[src/rtl/pc_sequencer_pkg.sv]
// -----------------------------------------------------------------------------
// pc_sequencer_pkg
// Shared definitions for the IF-stage program counter sequencer:
//   - default reset PC (MARS text base) and address width
//   - FSM state encoding (ST_RUN / ST_HELD)
//   - redirect-source select codes produced by pc_redirect_mux
//   - small helpers for alignment checking and saturating counters
// -----------------------------------------------------------------------------
package pc_sequencer_pkg;

    localparam int          ADDR_W_DEFAULT   = 32;
    localparam logic [31:0] PC_RESET_DEFAULT = 32'h0000_3000;
    localparam logic [31:0] CNT_MAX          = 32'hFFFF_FFFF;

    // RUN: no buffered redirect. HELD: a redirect target waits for imem_ready.
    typedef enum logic {
        ST_RUN  = 1'b0,
        ST_HELD = 1'b1
    } pc_state_e;

    // Which D-stage source (if any) supplies the next-PC target this cycle.
    typedef enum logic [1:0] {
        SEL_NONE = 2'd0,
        SEL_BR   = 2'd1,
        SEL_J    = 2'd2,
        SEL_JR   = 2'd3
    } redir_sel_e;

    // A word address must have its two low bits clear.
    function automatic logic is_misaligned(input logic [1:0] low_bits);
        is_misaligned = (low_bits != 2'b00);
    endfunction

    // Increment by one when enabled, sticking at the all-ones value.
    function automatic logic [31:0] sat_inc(input logic [31:0] value,
                                            input logic        en);
        if (en && (value != CNT_MAX)) begin
            sat_inc = value + 32'd1;
        end else begin
            sat_inc = value;
        end
    endfunction

endpackage : pc_sequencer_pkg

[src/rtl/pc_redirect_mux.sv]
// -----------------------------------------------------------------------------
// pc_redirect_mux
// Combinational next-PC redirect selection for the IF stage.
//   Priority: jr > j > (branch valid & taken). Branch valid but not taken is
//   not a redirect. Nothing is selected while en is low (the sequencer drops
//   en during a stall, or while a redirect is already buffered).
//   The chosen target is forced word-aligned; misaligned flags an accepted jr
//   whose register target had non-zero low bits.
// Ports:
//   en          in   1       redirects may be accepted this cycle
//   br_valid    in   1       branch instruction in D
//   br_taken    in   1       D-stage compare result
//   br_target   in   ADDR_W  branch target
//   j_valid     in   1       j/jal in D
//   j_target    in   ADDR_W  jump target
//   jr_valid    in   1       jr/jalr in D
//   jr_target   in   ADDR_W  register target
//   sel         out  2       selected source (SEL_NONE when no redirect)
//   target      out  ADDR_W  selected target with low 2 bits cleared
//   misaligned  out  1       selected source is jr and its target was unaligned
// -----------------------------------------------------------------------------
module pc_redirect_mux
    import pc_sequencer_pkg::*;
#(
    parameter int ADDR_W = ADDR_W_DEFAULT
) (
    input  logic              en,
    input  logic              br_valid,
    input  logic              br_taken,
    input  logic [ADDR_W-1:0] br_target,
    input  logic              j_valid,
    input  logic [ADDR_W-1:0] j_target,
    input  logic              jr_valid,
    input  logic [ADDR_W-1:0] jr_target,
    output redir_sel_e        sel,
    output logic [ADDR_W-1:0] target,
    output logic              misaligned
);

    logic [ADDR_W-1:0] raw_target_s;

    // Priority select of the redirect source.
    always_comb begin
        sel = SEL_NONE;
        if (!en) begin
            sel = SEL_NONE;
        end else if (jr_valid) begin
            sel = SEL_JR;
        end else if (j_valid) begin
            sel = SEL_J;
        end else if (br_valid && br_taken) begin
            sel = SEL_BR;
        end else begin
            sel = SEL_NONE;
        end
    end

    // Route the selected source's target.
    always_comb begin
        raw_target_s = '0;
        case (sel)
            SEL_JR:  raw_target_s = jr_target;
            SEL_J:   raw_target_s = j_target;
            SEL_BR:  raw_target_s = br_target;
            default: raw_target_s = '0;
        endcase
    end

    assign target     = {raw_target_s[ADDR_W-1:2], 2'b00};
    // Only jr carries a register-sourced address that can be unaligned.
    assign misaligned = (sel == SEL_JR) && is_misaligned(raw_target_s[1:0]);

endmodule : pc_redirect_mux

[src/rtl/pc_sequencer.sv]
// -----------------------------------------------------------------------------
// pc_sequencer
// Owns the IF-stage program counter of the 5-stage MIPS pipeline.
//   Next PC is PC+4 or a D-stage redirect (jr > j > taken branch). The PC
//   advances only when the hazard unit is not stalling and instruction memory
//   has delivered the current word. A redirect seen while IM is busy is
//   buffered (state HELD) and applied on the next advance; further redirects
//   during HELD are ignored because the delay-slot fetch cannot produce a
//   second control instruction before the first one completes.
//   No flush is generated: the delay-slot instruction is kept.
// Ports:
//   clk            in   1       rising-edge clock
//   reset          in   1       synchronous, active-high
//   stall          in   1       freeze PC and IF/ID; redirects ignored
//   imem_ready     in   1       IM has the word for pc
//   br_valid       in   1       branch in D
//   br_taken       in   1       branch compare result
//   br_target      in   ADDR_W  branch target
//   j_valid        in   1       j/jal in D
//   j_target       in   ADDR_W  jump target
//   jr_valid       in   1       jr/jalr in D
//   jr_target      in   ADDR_W  register target
//   pc             out  ADDR_W  current fetch address
//   pc_plus4       out  ADDR_W  pc + 4 (wraps)
//   if_valid       out  1       IF/ID may capture (~stall & imem_ready)
//   redir_pending  out  1       a redirect is buffered
//   adel           out  1       one-cycle pulse after accepting an unaligned jr
// Build option PC_SEQ_PERF_EN adds:
//   stall_cnt      out  32      cycles without advance (saturating)
//   redir_cnt      out  32      accepted redirects (saturating)
// -----------------------------------------------------------------------------
module pc_sequencer
    import pc_sequencer_pkg::*;
#(
    parameter int                ADDR_W   = ADDR_W_DEFAULT,
    parameter logic [ADDR_W-1:0] RESET_PC = ADDR_W'(PC_RESET_DEFAULT)
) (
    input  logic              clk,
    input  logic              reset,
    input  logic              stall,
    input  logic              imem_ready,
    input  logic              br_valid,
    input  logic              br_taken,
    input  logic [ADDR_W-1:0] br_target,
    input  logic              j_valid,
    input  logic [ADDR_W-1:0] j_target,
    input  logic              jr_valid,
    input  logic [ADDR_W-1:0] jr_target,
    output logic [ADDR_W-1:0] pc,
    output logic [ADDR_W-1:0] pc_plus4,
    output logic              if_valid,
    output logic              redir_pending,
    output logic              adel
`ifdef PC_SEQ_PERF_EN
    ,
    output logic [31:0]       stall_cnt,
    output logic [31:0]       redir_cnt
`endif
);

    pc_state_e         state_q;
    logic [ADDR_W-1:0] pc_q;
    logic [ADDR_W-1:0] held_target_q;
    logic              adel_q;

    logic              adv_s;
    logic              accept_en_s;
    logic              accept_s;
    redir_sel_e        sel_s;
    logic [ADDR_W-1:0] target_s;
    logic              misaligned_s;
    logic [ADDR_W-1:0] pc_plus4_s;

    assign adv_s       = ~stall & imem_ready;
    // A stalled D instruction will be re-presented, and HELD already owns
    // the next redirect, so acceptance is limited to unstalled RUN cycles.
    assign accept_en_s = ~stall & (state_q == ST_RUN);
    assign accept_s    = (sel_s != SEL_NONE);
    // Natural modulo-2^ADDR_W wrap from the adder width.
    assign pc_plus4_s  = pc_q + ADDR_W'(3'd4);

    pc_redirect_mux #(
        .ADDR_W (ADDR_W)
    ) u_redirect_mux (
        .en         (accept_en_s),
        .br_valid   (br_valid),
        .br_taken   (br_taken),
        .br_target  (br_target),
        .j_valid    (j_valid),
        .j_target   (j_target),
        .jr_valid   (jr_valid),
        .jr_target  (jr_target),
        .sel        (sel_s),
        .target     (target_s),
        .misaligned (misaligned_s)
    );

    // PC / redirect-buffer FSM with registered pc, pending and adel.
    always_ff @(posedge clk) begin
        if (reset) begin
            state_q       <= ST_RUN;
            pc_q          <= RESET_PC;
            held_target_q <= '0;
            adel_q        <= 1'b0;
        end else begin
            adel_q <= 1'b0;
            case (state_q)
                ST_RUN: begin
                    if (adv_s) begin
                        pc_q   <= accept_s ? target_s : pc_plus4_s;
                        adel_q <= accept_s & misaligned_s;
                    end else if (accept_s) begin
                        // IM busy: keep the target until the fetch completes.
                        held_target_q <= target_s;
                        state_q       <= ST_HELD;
                        adel_q        <= misaligned_s;
                    end else begin
                        pc_q <= pc_q;
                    end
                end
                ST_HELD: begin
                    if (adv_s) begin
                        pc_q          <= held_target_q;
                        held_target_q <= '0;
                        state_q       <= ST_RUN;
                    end else begin
                        pc_q <= pc_q;
                    end
                end
                default: begin
                    state_q       <= ST_RUN;
                    held_target_q <= '0;
                end
            endcase
        end
    end

    assign pc            = pc_q;
    assign pc_plus4      = pc_plus4_s;
    assign if_valid      = adv_s;
    assign redir_pending = (state_q == ST_HELD);
    assign adel          = adel_q;

`ifdef PC_SEQ_PERF_EN
    logic [31:0] stall_cnt_q;
    logic [31:0] stall_cnt_d;
    logic [31:0] redir_cnt_q;
    logic [31:0] redir_cnt_d;

    // Next values of the saturating performance counters.
    always_comb begin
        stall_cnt_d = sat_inc(stall_cnt_q, ~adv_s);
        redir_cnt_d = sat_inc(redir_cnt_q, accept_s);
    end

    // Performance counter registers; reset cycles are not counted.
    always_ff @(posedge clk) begin
        if (reset) begin
            stall_cnt_q <= 32'd0;
            redir_cnt_q <= 32'd0;
        end else begin
            stall_cnt_q <= stall_cnt_d;
            redir_cnt_q <= redir_cnt_d;
        end
    end

    assign stall_cnt = stall_cnt_q;
    assign redir_cnt = redir_cnt_q;
`endif

endmodule : pc_sequencer
[config.mk]
export PLATFORM = sky130hd
export DESIGN_NAME = pc_sequencer
export DESIGN_NICKNAME = d
export VERILOG_FILES = /design/src/rtl/pc_sequencer_pkg.sv /design/src/rtl/pc_redirect_mux.sv /design/src/rtl/pc_sequencer.sv
export SDC_FILE = /design/constraint.sdc
export NUM_CORES = 1
export LEC_CHECK = 0
export ABC_CLOCK_PERIOD_IN_PS = 3350
export CAP_MARGIN = 20
export CORE_ASPECT_RATIO = 1.1
export CORE_MARGIN = 1
export CORE_UTILIZATION = 43
export CTS_CLUSTER_SIZE = 16
export DETAILED_ROUTE_END_ITERATION = 8
export GPL_TIMING_DRIVEN = 0
export PLACE_DENSITY = 0.85
export SETUP_SLACK_MARGIN = 0.02
export SLEW_MARGIN = 30
export SYNTH_ARGS = -nofsm -noshare
export SYNTH_HDL_FRONTEND = slang
export SYNTH_SLANG_ARGS = --single-unit
[constraint.sdc]
create_clock -name clk -period 3.35 [get_ports clk]
set_clock_uncertainty 0.2 [all_clocks]
set_input_delay 0.67 -clock clk [delete_from_list [all_inputs] [get_ports clk]]
set_output_delay 0.67 -clock clk [all_outputs]
set_load 0.05 [all_outputs]
==> results of run 1 <==
metal layers:
metal  wire length (um)  vias up
li1                   -     2295
met1               6000     2329
met2               7480      366
met3               1560       56
met4                486        0
met5                  0        -
synth_stat cells, drive strengths merged, types with 9 or more instances:
master   instances  share of area
a21oi           18          0.023
a22o            10          0.022
a22oi           43          0.082
a31oi           10          0.016
buf              9          0.017
clkbuf          36          0.034
dfxtp           62           0.31
inv             17          0.016
nand2           26          0.025
nand3           22          0.028
nor2            40          0.038
nor3             9          0.011
o21ai           64          0.081
o2bb2ai         18          0.040
xnor2           21          0.046
area by class of cell:
class | instances | area [um2]
Timing Repair Buffer | 168 | 1630
Clock inverter | 4 | 22.5
Fill cell | 721 | 2830
Tap cell | 114 | 143
Clock buffer | 12 | 145
Multi-Input combinational cell | 386 | 2640
Buffer | 43 | 194
Sequential cell | 62 | 1260
Inverter | 17 | 63.8
power by group through the flow:
stage          sequential, mW  combinational, mW  clock [mW]
6_report                0.814              0.702       0.593
2_1_floorplan           0.893              0.328           0
3_5_place_dp            0.826              0.691           0
3_3_place_gp            0.824              0.681           0
5_1_grt                 0.818              0.738       0.618
4_1_cts                 0.811              0.686       0.585
stage by stage:
stage          setup slack, ns  total power, mW  hold WS (ns)
2_1_floorplan           0.0318             1.22         0.227
3_3_place_gp            -0.425             1.50         0.234
3_5_place_dp            -0.428             1.52         0.245
4_1_cts                 0.0267             2.08         0.256
5_1_grt                0.00257             2.17         0.285
6_report                0.0941             2.11         0.259
state kept, by name, indices dropped and copies added, names as in the netlist:
| signal | cells |
|---|---|
| held_target_q | 30 |
| redir_pending | 1 |
| adel | 1 |
| pc | 30 |
worst min-delay path: cells and delay by family (launching register included):
kind | cells | cell delay (ns)
AO/OA/AOI/OAI | 1 | 0.05
flip-flops | 1 | 0.31
AND/OR/NAND/NOR | 1 | 0.05
path summary, 6_finish.rpt:
check	slack, ns	to	depth (start not counted)	from
max reg2reg	0.30	held_target_q[23]	8	redir_pending
min reg2reg	0.26	held_target_q[11]	2	held_target_q[11]
min	0.26	held_target_q[11]	2	held_target_q[11]
max	0.09	pc_plus4[17]	5	pc[10]
cell families after synthesis:
| group | Yosys count | share of synthesized area |
|---|---|---|
| AOI/OAI and AO/OA | 216 | 0.381 |
| and+or+nand+nor | 141 | 0.181 |
| buffers and inverters | 62 | 0.0670 |
| DFF | 62 | 0.314 |
| xor gates and xnor gates | 24 | 0.0531 |
| adders and majority gates | 1 | 0.00316 |
| other | 1 | 0.000947 |
what timing repair did:
action / 4_1_cts / 5_1_grt
setup buffers: 2 / 2
endpoints found under the setup margin: 23 / 54
resized for setup: 78 / 37
endpoints found under the hold margin: 0 / 0
pin swaps: 1 / 2
cells in the final DEF, fill, tap and decap left out, types with 5 or more instances in the layout:
master / synthesis / final
xnor2_1: 21 / 15
nor2_1: 40 / 40
dfxtp_1: 62 / 46
nand2b_1: 5 / 5
buf_2: 2 / 7
a31oi_1: 10 / 10
buf_4: 4 / 10
a31o_2: 8 / 8
a22oi_1: 43 / 43
clkbuf_8: 0 / 10
a21o_1: 8 / 8
a222oi_1: 6 / 6
o21ai_0: 60 / 60
a2bb2oi_1: 7 / 7
nand2_1: 26 / 26
nor3_1: 9 / 5
o2bb2ai_1: 18 / 18
a21oi_1: 18 / 18
clkbuf_1: 36 / 36
clkdlybuf4s50_1: 0 / 139
inv_1: 17 / 17
nand4_1: 5 / 5
nand3_1: 22 / 21
a22o_1: 9 / 9
dfxtp_2: 0 / 16
clkbuf_2: 0 / 5
==> flow_metrics.env, run 1 <==
export IMPL_first_iter_violations=381
export IMPL_drc=0
export IMPL_peakVddDrop_v=0.000198
export IMPL_fin_tns_setup_ns=0
export IMPL_grt_use_met3=0.0560
export IMPL_grt_ovfl_total=0
export IMPL_dieHeight_um=103
export IMPL_crit_type="register to output pin"
export IMPL_wl_per_cell_um=19.3
export IMPL_synthCells=507
export IMPL_ys_seq_elements=62
export IMPL_start_kind="register"
export IMPL_cp_max_fo=7
export IMPL_htree_levels=3
export IMPL_grt_use_met1=0.393
export IMPL_ant_nets=0
export IMPL_worstHoldPathType="register to register"
export IMPL_insertion_delay_ns=0.35
export IMPL_min_period_over_period=0.972
export IMPL_max_clock_freq_mhz=307
export IMPL_drt_total_wl_mm=15.5
export IMPL_viasPerCell=6.26
export IMPL_cpMaxStageDelayCell="or3_2"
export IMPL_drtPass1Iterations=6
export IMPL_avgSynthCellArea_um2=7.81
export IMPL_hpwl_mm=11.5
export IMPL_nets=792
export IMPL_postLayoutCoreUtil=0.683
export IMPL_grt_start_max_net_pins=11
export IMPL_drive_gt1_frac=0.140
export IMPL_setup_viol=0
export IMPL_cp_data_arrival_time_ns=2.39
export IMPL_path_buf_inv=1
export IMPL_area_growth_pct=53.8
export IMPL_cts_tree="built"
export IMPL_stdcell_count=806
export IMPL_p_clk_frac=0.281
export IMPL_grt_pass1_vias=4732
export IMPL_dieWidth_um=93.5
export IMPL_p_comb_frac=0.333
export IMPL_root_buffer="clkbuf_8"
export IMPL_synth_edf_count=0
export IMPL_gp_congestion=0.966
export IMPL_final_cell_area_um2=6090
export IMPL_rsz0062_at_grt="no"
export IMPL_cts_made_buffers=9
export IMPL_worstPathCellList="nand4_4 > or3_2 > or3_1 > nand2_1 > clkdlybuf4s15_1"
export IMPL_slew_headroom=0.403
export IMPL_p_leak_nw=2.23
export IMPL_crit_family="simple AND/OR/NAND/NOR gates"
export IMPL_syn_cell_area_um2=3960
export IMPL_endpoint_kind="output pin"
export IMPL_synthDistinctLibCells=54
export IMPL_hold_viol=0
export IMPL_initial_core_util=0.444
export IMPL_powerDensity_nw_per_um2=346
export IMPL_worst_pin_slew_ns=0.894
export IMPL_fin_crit_ns=3.26
export IMPL_dpl_cell_area_um2=5840
export IMPL_power_internal_mw=1.34
export IMPL_ys_warn_count=0
export IMPL_ys_seq_area_frac=0.314
export IMPL_drv_slew=0
export IMPL_ctsHoldBuffers=0
export IMPL_outcome="completed"
export IMPL_n_antenna_cell=0
export IMPL_io_pins=171
export IMPL_grtUsageTotal=0.322
export IMPL_power_share_switching=0.365
export IMPL_port_buffers=164
export IMPL_dp_cells=788
export IMPL_switchingPower_uw=769
export IMPL_met2_usage=0.553
export IMPL_max_stage_delay_ns=0.54
export IMPL_synthArstFlopShare=0
export IMPL_grt_pass1_wl_mm=23.8
export IMPL_synth_flop_cell="dfxtp_1"
export IMPL_cts_sinks=62
export IMPL_required_ns=2.48
export IMPL_drv_cap=0
export IMPL_clk_path_buf_depth=2
export IMPL_pwr_share_seq=0.386
export IMPL_core_area_um2=8920
export IMPL_antenna_found_initial=0
export IMPL_num_rows=36
export IMPL_num_vias=5046
export IMPL_gr_max_usage_layer="met2"
export IMPL_fp_dieArea_um2=9590
export IMPL_path_clk_slew_ns=0.08
Power figures use the tool's default switching activity.
==> inputs of run 2 (changes only) <==
--- a/config.mk
+++ b/config.mk
@@ -7,7 +7,7 @@
 export LEC_CHECK = 0
 export ABC_CLOCK_PERIOD_IN_PS = 3350
 export CAP_MARGIN = 20
-export CORE_ASPECT_RATIO = 1.1
+export CORE_ASPECT_RATIO = 2
 export CORE_MARGIN = 1
 export CORE_UTILIZATION = 43
 export CTS_CLUSTER_SIZE = 16
==> flow_metrics.env, run 2 (same netlist as run 1, synthesis figures left out) <==
export IMPL_nets=791
export IMPL_clk_path_buf_depth=2
export IMPL_switchingPower_uw=800
export IMPL_met2_usage=0.616
export IMPL_cp_data_arrival_time_ns=2.41
export IMPL_grt_start_max_net_pins=11
export IMPL_cts_sinks=62
export IMPL_p_comb_frac=0.298
export IMPL_grt_ovfl_total=0
export IMPL_port_buffers=164
export IMPL_num_rows=49
export IMPL_hold_path_endpoint="held_target_q[11]"
export IMPL_peakVddDrop_v=0.000333
export IMPL_max_clock_freq_mhz=305
export IMPL_root_buffer="clkbuf_16"
export IMPL_start_kind="register"
export IMPL_drv_slew=0
export IMPL_path_clk_slew_ns=0.05
export IMPL_fin_ws_ns=0.0704
export IMPL_postLayoutCoreUtil=0.689
export IMPL_hpwl_mm=12.7
export IMPL_initial_core_util=0.442
export IMPL_area_growth_pct=55.7
export IMPL_power_share_switching=0.337
export IMPL_worst_pin_slew_ns=0.822
export IMPL_min_from="held_target_q[11]"
export IMPL_crit_type="register to output pin"
export IMPL_drtPass1Iterations=5
export IMPL_n_antenna_cell=0
export IMPL_p_leak_nw=2.27
export IMPL_num_vias=5068
export IMPL_grtUsageTotal=0.346
export IMPL_required_ns=2.48
export IMPL_dp_cells=776
export IMPL_gr_max_usage_layer="met2"
export IMPL_r2r_end="held_target_q[23]"
export IMPL_htree_levels=3
export IMPL_hold_viol=0
export IMPL_cts_made_buffers=9
export IMPL_hold_path_depth=2
export IMPL_min_period_over_period=0.979
export IMPL_powerDensity_nw_per_um2=385
export IMPL_drive_gt1_frac=0.133
export IMPL_cts_tree="built"
export IMPL_ff2ff_path_depth=8
export IMPL_drt_total_wl_mm=17.0
export IMPL_stdcell_count=793
export IMPL_drv_cap=0
export IMPL_drc=0
export IMPL_slew_headroom=0.445
export IMPL_r2r_start="redir_pending"
export IMPL_antenna_found_initial=0
export IMPL_final_cell_mix="139 x clkdlybuf4s50_1, 60 x o21ai_0, 51 x dfxtp_1"
export IMPL_p_clk_frac=0.358
export IMPL_post_place_ws_ns=-0.535
export IMPL_ant_nets=0
export IMPL_dieHeight_um=138
export IMPL_final_common_cell="clkdlybuf4s50_1"
export IMPL_grt_use_met3=0.0578
export IMPL_viasPerCell=6.39
export IMPL_setup_viol=0
export IMPL_cp_max_fo=8
export IMPL_power_internal_mw=1.57
export IMPL_insertion_delay_ns=0.34
export IMPL_ff2ff_setup_slack_ns=0.41
export IMPL_grt_pass1_vias=4981
export IMPL_endpoint_kind="output pin"
export IMPL_worstHoldPathType="register to register"
export IMPL_startpoint="pc[10]"
export IMPL_rsz0062_at_grt="no"
export IMPL_fp_dieArea_um2=9620
export IMPL_pwr_share_seq=0.344
export IMPL_fin_crit_ns=3.28
export IMPL_core_area_um2=8950
export IMPL_grt_use_met1=0.347
export IMPL_wl_per_cell_um=21.5
export IMPL_finalPower_mw=2.37
export IMPL_grt_pass1_wl_mm=25.4
export IMPL_dieWidth_um=69.8
export IMPL_io_pins=171
export IMPL_first_iter_violations=560
export IMPL_outcome="completed"
export IMPL_gp_congestion=0.920
==> run 2: worst max-delay path: stages (launching register included) <==
cell and delay [ns]:
dfxtp_2 0.41, nand4_4 0.18, or3_1 0.42, buf_6 0.16, or4_4 0.57, xnor2_4 0.16, buf_6 0.17
==> run 2: timing repair <==
item                       4_1_cts  5_1_grt
hold buffers                     0        0
setup endpoints to repair       23       55
resized for setup               79       41
pin swaps                        1        3
buffers inserted                 2        0
==> run 2: power by group through the flow <==
stage	Sequential [mW]	Combinational [mW]	Clock, mW
3_5_place_dp	0.827	0.701	0
2_1_floorplan	0.893	0.328	0
3_3_place_gp	0.825	0.694	0
6_report	0.816	0.708	0.849
4_1_cts	0.813	0.699	0.844
5_1_grt	0.820	0.743	0.880
==> run 2: per-layer routing <==
| metal | part of all wire | wire length (um) | up-vias |
|---|---|---|---|
| met5 | 0 | 0 | - |
| met4 | 0.084 | 1430 | 0 |
| met3 | 0.062 | 1050 | 87 |
| li1 | - | - | 2277 |
| met2 | 0.51 | 8690 | 311 |
| met1 | 0.34 | 5840 | 2393 |
==> run 2: cell type report <==
type | count | area (um2)
inverters | 17 | 63.8
fillers | 754 | 2790
well taps | 102 | 128
plain buffers | 44 | 208
clock inverters | 1 | 5.00
multi-input cells | 386 | 2650
clock buffers | 15 | 258
repair buffers | 166 | 1600
flip-flops and latches | 62 | 1250
==> run 2: per-stage QoR <==
step	instance area, um2	TNS [ns]	hold WS [ns]
after global placement	5820	-8.41	0.233
final	6160	0	0.263
after floorplan	4050	0	0.227
after detailed placement	5820	-9.60	0.254
after global routing	6160	0	0.279
after CTS	6150	-0.0144	0.260
==> run 2: worst max-delay path by stage <==
stage,endpoint,slack [ns],cells past startpoint
after global routing,if_valid,0.02,4
after CTS,pc_plus4[12],-0.01,5
after detailed placement,pc_plus4[31],-0.53,6
final,pc_plus4[28],0.07,6
after floorplan,pc_plus4[24],0.03,6
after global placement,pc_plus4[31],-0.50,6
